--- src/rtl/div.sv ---
// ---------------------------------------------------------------------------
// div : multi-cycle signed/unsigned integer divider (restoring, 1 bit/cycle)
//
// Responder side of the execute-stage divide handshake. Operands are taken as
// magnitudes on the start edge, divided with a shift/subtract loop, then
// sign-corrected on the last iteration edge.
//
// Ports
//   clk           clock, rising edge
//   rst           asynchronous reset, active low
//   signed_div_i  1 = signed divide, 0 = unsigned
//   opdata1_i     dividend
//   opdata2_i     divisor
//   start_i       request/hold a division; 0 releases the result
//   annul_i       abort an in-flight division
//   result_o      {remainder, quotient}
//   ready_o       result_o valid
//
// state  | meaning
// -------+-----------------------------------------------------------
// FREE   | idle, outputs zero, waiting for start_i
// BYZERO | divisor was zero, result of zero delivered next edge
// ON     | iterating, one quotient bit per edge
// END    | result valid, held until start_i drops
// ---------------------------------------------------------------------------
module div #(
   parameter int DATA_W = 32
) (
   input  logic                clk,
   input  logic                rst,
   input  logic                signed_div_i,
   input  logic [DATA_W-1:0]   opdata1_i,
   input  logic [DATA_W-1:0]   opdata2_i,
   input  logic                start_i,
   input  logic                annul_i,
   output logic [2*DATA_W-1:0] result_o,
   output logic                ready_o
);

   localparam int CNT_W = $clog2(DATA_W);

   localparam logic [1:0] S_FREE   = 2'd0;
   localparam logic [1:0] S_BYZERO = 2'd1;
   localparam logic [1:0] S_ON     = 2'd2;
   localparam logic [1:0] S_END    = 2'd3;

   logic [1:0]        r_state;
   logic [CNT_W-1:0]  r_cnt;
   logic [DATA_W-1:0] r_rem;
   logic [DATA_W-1:0] r_dvd;
   logic [DATA_W-1:0] r_dsr;
   logic              r_sign1;
   logic              r_sign2;
   logic              r_signed;

   logic [DATA_W-1:0] w_abs1;
   logic [DATA_W-1:0] w_abs2;
   logic [DATA_W:0]   w_trial;
   logic [DATA_W:0]   w_diff;
   logic              w_qbit;
   logic [DATA_W-1:0] w_rem_nxt;
   logic [DATA_W-1:0] w_quo_nxt;
   logic [DATA_W-1:0] w_rem_fix;
   logic [DATA_W-1:0] w_quo_fix;

   assign w_abs1 = (signed_div_i && opdata1_i[DATA_W-1]) ? -opdata1_i : opdata1_i;
   assign w_abs2 = (signed_div_i && opdata2_i[DATA_W-1]) ? -opdata2_i : opdata2_i;

   // r_dvd shifts dividend bits out of its MSB while quotient bits enter at
   // its LSB, so after DATA_W iterations it holds the magnitude quotient.
   // The partial remainder is always below the divisor, so one extra bit
   // is enough for the shifted trial value.
   assign w_trial   = {r_rem, r_dvd[DATA_W-1]};
   assign w_diff    = w_trial - {1'b0, r_dsr};
   assign w_qbit    = ~w_diff[DATA_W];
   assign w_rem_nxt = w_qbit ? w_diff[DATA_W-1:0] : w_trial[DATA_W-1:0];
   assign w_quo_nxt = {r_dvd[DATA_W-2:0], w_qbit};

   assign w_quo_fix = (r_signed && (r_sign1 ^ r_sign2)) ? -w_quo_nxt : w_quo_nxt;
   assign w_rem_fix = (r_signed && r_sign1) ? -w_rem_nxt : w_rem_nxt;

   always_ff @(posedge clk or negedge rst) begin
      if (!rst) begin
         r_state  <= S_FREE;
         r_cnt    <= '0;
         r_rem    <= '0;
         r_dvd    <= '0;
         r_dsr    <= '0;
         r_sign1  <= 1'b0;
         r_sign2  <= 1'b0;
         r_signed <= 1'b0;
         result_o <= '0;
         ready_o  <= 1'b0;
      end else begin
         case (r_state)
            S_FREE: begin
               result_o <= '0;
               ready_o  <= 1'b0;
               if (start_i && !annul_i) begin
                  if (opdata2_i == '0) begin
                     r_state <= S_BYZERO;
                  end else begin
                     r_state  <= S_ON;
                     r_sign1  <= opdata1_i[DATA_W-1];
                     r_sign2  <= opdata2_i[DATA_W-1];
                     r_signed <= signed_div_i;
                     r_rem    <= '0;
                     r_dvd    <= w_abs1;
                     r_dsr    <= w_abs2;
                     r_cnt    <= CNT_W'(DATA_W - 1);
                  end
               end
            end
            S_BYZERO: begin
               r_state  <= S_END;
               result_o <= '0;
               ready_o  <= 1'b1;
            end
            S_ON: begin
               if (annul_i) begin
                  r_state <= S_FREE;
               end else begin
                  r_rem <= w_rem_nxt;
                  r_dvd <= w_quo_nxt;
                  // Final iteration and sign fix share one edge.
                  if (r_cnt == '0) begin
                     r_state  <= S_END;
                     result_o <= {w_rem_fix, w_quo_fix};
                     ready_o  <= 1'b1;
                  end else begin
                     r_cnt <= r_cnt - 1'b1;
                  end
               end
            end
            default: begin
               if (!start_i) begin
                  r_state  <= S_FREE;
                  result_o <= '0;
                  ready_o  <= 1'b0;
               end
            end
         endcase
      end
   end

endmodule

--- config.mk ---
export PLATFORM = sky130hd
export DESIGN_NAME = div
export DESIGN_NICKNAME = d
export VERILOG_FILES = /design/src/rtl/div.sv
export SDC_FILE = /design/constraint.sdc
export NUM_CORES = 1
export LEC_CHECK = 0
export CAP_MARGIN = 20
export CELL_PAD_IN_SITES_DETAIL_PLACEMENT = 1
export CELL_PAD_IN_SITES_GLOBAL_PLACEMENT = 1
export CORE_AREA = 10 10 181 183
export CTS_BUF_LIST = sky130_fd_sc_hd__clkbuf_16
export CTS_CLUSTER_SIZE = 12
export DETAILED_ROUTE_END_ITERATION = 10
export DIE_AREA = 0 0 191 193
export GPL_TIMING_DRIVEN = 0
export PLACE_DENSITY_LB_ADDON = 0.1
export REMOVE_ABC_BUFFERS = 1
export SETUP_SLACK_MARGIN = 0.15
export SYNTH_ARGS = -nofsm -noshare
export SYNTH_HDL_FRONTEND = slang
export SYNTH_SLANG_ARGS = --single-unit
--- constraint.sdc ---
create_clock -name clk -period 4.7 [get_ports clk]
set_input_delay 0.94 -clock clk [delete_from_list [all_inputs] [get_ports clk]]
set_output_delay 0.94 -clock clk [all_outputs]
set_load 0.005 [all_outputs]
# Word level (Yosys, flattened, before mapping)
# Index checks and enable logic that the tools add are counted.
# word_totals
register_bits	171
latchBits	0
ram_bits	0
mem_bits_ro	0
in_bits	69
word_cells	78
memories	0
# classes
n_addsub	6
n_mul	0
div	0
magnitude_cmp	0
n_eq_ne	10
n_shift	0
mux	32
bitwise_logic	3
reduce_logical	17
# op_table
op	n
$mux 32	11
$mux 64	3
$neg 32->32	4
$pmux 32 s2	2
$pmux 64 s2	1
$sub 33x32->33	1
$logic_not 32->1	1
$mux 5	4
$reduce_and 3->1	4
$mux 2	5
$ne 2x2->1 const B	5
$pmux 5 s2	1
$pmux 2 s3	1
$logic_and 1x1->1	5
$logic_not 5->1	1
$reduce_and 5->1	1
$sub 5x1->5 const B	1
$ne 4x1->1 const B	1
$reduce_and 4->1	1
$mux 1	3
$ne 3x2->1 const B	1
$ne 3x3->1 const B	1
$pmux 1 s3	1
$eq 2x1->1 const B	1
other kinds (7)	8

# Depth between registers and ports, before layout
# depth
ltp_word	7
depth_mapped	21
depth_no_buf	19

# Worst setup path before layout
# OpenSTA, ideal clock, no wires.
# synth_path
path_type	register to register
startpoint	register r_dvd[31]
endpoint	register result_o[60]
arrival_time_ns	3.604
slack_ns	1.020
stages_incl_launch_ff	21
synth_period_minus_slack_ns	3.680
path_cell_list	dfrtp_1 > inv_1 > ha_1 > inv_1 > fa_1 > a211oi_2 > o211ai_1 > nand4_1 > and2_1 > a21oi_2 > xor2_1 > inv_2 > buf_2 > buf_2 > a21oi_1 > ha_1 > inv_1 > a211oi_4 > a41oi_1 > xor2_1 > o21ai_1
# synth_via
elab_chain_len	7
# synth_lines
item	line_no	source
start: declaration	50	logic [DATA_W-1:0] r_dvd;
start signal: assignment	108	r_dvd <= w_abs1;
start signal: assignment	124	r_dvd <= w_quo_nxt;
$sub 33x32->33	74	assign w_diff = w_trial - {1'b0, r_dsr};
$mux 32 *	76	assign w_rem_nxt = w_qbit ? w_diff[DATA_W-1:0] : w_trial[DATA_W-1:0];
$neg 32->32	80	assign w_rem_fix = (r_signed && r_sign1) ? -w_rem_nxt : w_rem_nxt;
$mux 32 *	80	
$mux 64 *	126	if (r_cnt == '0) begin
$mux 64 *	120	if (annul_i) begin
$pmux 64 s2 *	95	case (r_state)
end signal: assignment	128	result_o <= {w_rem_fix, w_quo_fix};
end: declaration	36	output logic [2*DATA_W-1:0] result_o,
# Mark *: on every way between the ends. The rest lies on a longest branch, timed or not. The select of a mux whose other input is x is not followed.
# A chain may end at the register's enable or synchronous reset.

# Worst setup path after layout
# layout_path
startpoint	register r_dvd[31]
endpoint	register result_o[61]
# The elaborated chain is that of the path after synthesis.

==> flow_summary_export.csv <==
group,metric,value,unit
status,status,"finished clean",
sta,drv_slew,0,
setup_path,cp-start-kind,"flop",
place,dpl.hpwl,31.3,mm
floorplanning,die_area,0.0369,mm²
power_and_ir_drop,power,7750,µW
drt,first_pass_iters,5,
finish,n_antenna_cell,0,
clock_network,worstSkewPairLatency,0.46,ns
power_and_ir_drop,peakVddDrop,0.322,mV
setup_path,crit_required,5.01,ns
sta,rsz0062_at_grt,"no",
drt,wl,42.0,mm
clock_network,cts_sinks,171,
place,gp_congestion,0.901,
synth,synthFlopType,"dfrtp_1",
finish,final_cell_mix,"202 x nand2_1, 171 x dfrtp_1, 157 x o21ai_0",
setup_path,rr_worst_depth,17,
finish,mostFrequentLayoutCell,"nand2_1",
floorplanning,die_w,191,µm
grt,grt-ovfl-total,0,
worst_hold_path,hold_path_class,"in2async",
run,maxCapViolCount,0,
sta,fmax,0.230,GHz
clock_network,clk_path_buf_depth,2,
floorplanning,die_h,193,µm
grt,grt_pass1_wl,65.8,mm
sta,min_period_over_period,92.4,%
clock_network,root_buffer,"clkbuf_16",
synth,synth_area_leaders,"dfrtp_1 35%, o21ai_0 6.4%, nand2_1 6.2%, a21oi_1 6.2%, xor2_1 5.3%",
synth,yosysSeqAreaShare,34.8,%
drt,postRouteAntennaNets,0,
synth,syn_inst,1522,
grt,grt_pass1_vias,12000,
synth,async_flop_share,100,%
drt,vias,11600,
floorplanning,design.core.area,0.0292,mm²
finish,nets,1726,
clock_network,cts_htree_levels,4,
power_and_ir_drop,leakagePower,0.00605,µW
synth,synth-edff-count,0,
clock_network,clk_pin_slew,0.07,ns
drt,drcViolationCount,0,
setup_path,crit_type,"reg2reg",
finish,syn_to_final_growth,20.9,%
synth,synth_area_leader_cell,"dfrtp_1",
synth,synth.distinct_cells,88,
sta,slew_headroom,28.0,%
synth,syn_avg_cell_area,8.08,µm²
clock_network,cts_tree,"yes",
drt,viasPerCell,5.76,
sta,worst_pin_slew,1.08,ns
synth,yosysWarnings,0,
sta,finalSetupViolCount,0,
setup_path,cp-end-kind,"flop",
setup_path,cp_data_arrival_time,4.65,ns
clock_network,postCtsHoldBufs,0,
grt,antenna_found_initial,1,
place,placed_area,0.0140,mm²
floorplanning,ios,134,
sta,timing.final.hold_violations,0,
grt,grt_max_degree,113,
sta,skew,0.0116,ns
finish,drive_gt1_share,7.01,%
drt,wl_per_cell,20.8,µm
place,place.port_buffers,133,
sta,period_needed,4.34,ns
clock_network,cts-buffers-inserted,17,
power_and_ir_drop,p_per_area,521,mW/mm²
synth,yosys.area.top_type_share,34.8,%
setup_path,crit_fanout,31,
synth,synth_area,0.0123,mm²
synth,synth_seq_cells,171,
floorplanning,rows,63,
drt,drtIter0Drc,685,
grt,grt_use_total,22.4,%
floorplanning,start_util,42.0,%
finish,fin_area,0.0149,mm²
setup_path,worst-r2r-setup-slack,0.36,ns
worst max-delay path, cell delays in order (launching register included):
cell and delay, ns:
dfrtp_1 0.42, inv_1 0.09, ha_1 0.21, inv_1 0.08, fa_2 0.27, a211oi_4 0.08, o211ai_1 0.34, nand4_1 0.23
and2_1 0.23, a21oi_4 0.23, xor2_4 0.23, buf_4 0.27, buf_12 0.24, mux2_2 0.38, a21boi_2 0.21, a41oi_1 0.35
xnor2_1 0.21, o21ai_1 0.10
per-layer routing:
metal	track usage [%]	vias up	part of all wire, %
li1	-	5557	-
met1	28.3	5847	45
met2	38.8	168	50
met3	4.10	38	3.5
met4	5.39	2	1.4
met5	0	-	0.017
power breakdown:
part           total [µW]  switching [µW]  internal (µW)  leakage, µW
clock network        1570             667            903     0.000315
registers            2100             308           1800      0.00223
logic                4080            2630           1450      0.00350
total                7750            3610           4140      0.00605
final cells by class:
class / count / area [µm²]
well taps: 390 / 488
clock buffers: 17 / 425
inverters: 59 / 248
clock inverters: 15 / 219
flip-flops and latches: 171 / 4280
repair inverters: 1 / 8.76
multi-input cells: 1212 / 7590
repair buffers: 152 / 1620
fillers: 3443 / 14400
flip-flops by register name, summed over array words and instances (netlist names):
register  count
r_cnt         5
r_state       2
r_signed      1
r_sign2       1
r_dsr        32
result_o     64
r_dvd        32
r_rem        32
ready_o       1
r_sign1       1
final timing paths:
path | end | from
worst max-delay path | result_o[61] | r_dvd[31]
worst min-delay path | result_o[38] | rst
worst max register to register | result_o[61] | r_dvd[31]
worst min register to register | result_o[47] | result_o[47]
max in group asynchronous | result_o[19] | rst
min in group clk | result_o[47] | result_o[47]
stage by stage:
stage / hold slack [ns] / setup TNS [ns] / worst slack (ns) / util, % / instances
floorplan: 0.450 / -119.36 / -2.07 / - / 1440
detailed placement: 0.470 / -35.23 / -1.08 / 47.8 / 1973
finish: 0.412 / 0 / 0.355 / 50.9 / 2017
global route: 0.439 / 0 / 0.110 / 50.9 / 2017
global placement: 0.460 / -1311.07 / -5.45 / 46.9 / 1963
CTS: 0.420 / 0 / 0.161 / 50.3 / 2008
repair_timing:
item / in CTS / in global routing
setup endpoints to repair: 84 / 56
pin swaps: 1 / 9
buffers inserted: 2 / 7
resized for setup: 8 / 19
endpoints found under the hold margin: 0 / 0
cloned: 1 / 2
cell usage after synthesis (9+ instances only):
cell and n:
nand2_1 203, dfrtp_1 171, o21ai_0 157, a21oi_1 152, nor2_1 138, xor2_1 74
xnor2_1 63, inv_1 58, ha_1 42, o21ai_1 35, clkbuf_1 34, nor3_1 30
buf_2 28, or3_1 22, mux2i_1 21, o31ai_1 19, nand2b_1 18, nand3_1 18
nor4_1 17, a31oi_1 14, or4_1 14, nand4_1 13, o211ai_1 12, o41ai_1 11
a21o_1 10, and2_1 9, mux2_2 9
logic make-up after synthesis:
group                    count (synthesis)  share of synthesized area [%]
AND/OR/NAND/NOR                        518                           19.9
AO/OA/AOI/OAI                          480                           23.4
flip-flops                             171                           34.8
buffers and inverters                  141                           5.03
XOR/XNOR                               137                           9.76
adder cells (fa/ha/maj)                 43                           4.44
multiplexers                            32                           2.72
No activity file was read; power rests on OpenSTA's default activity.
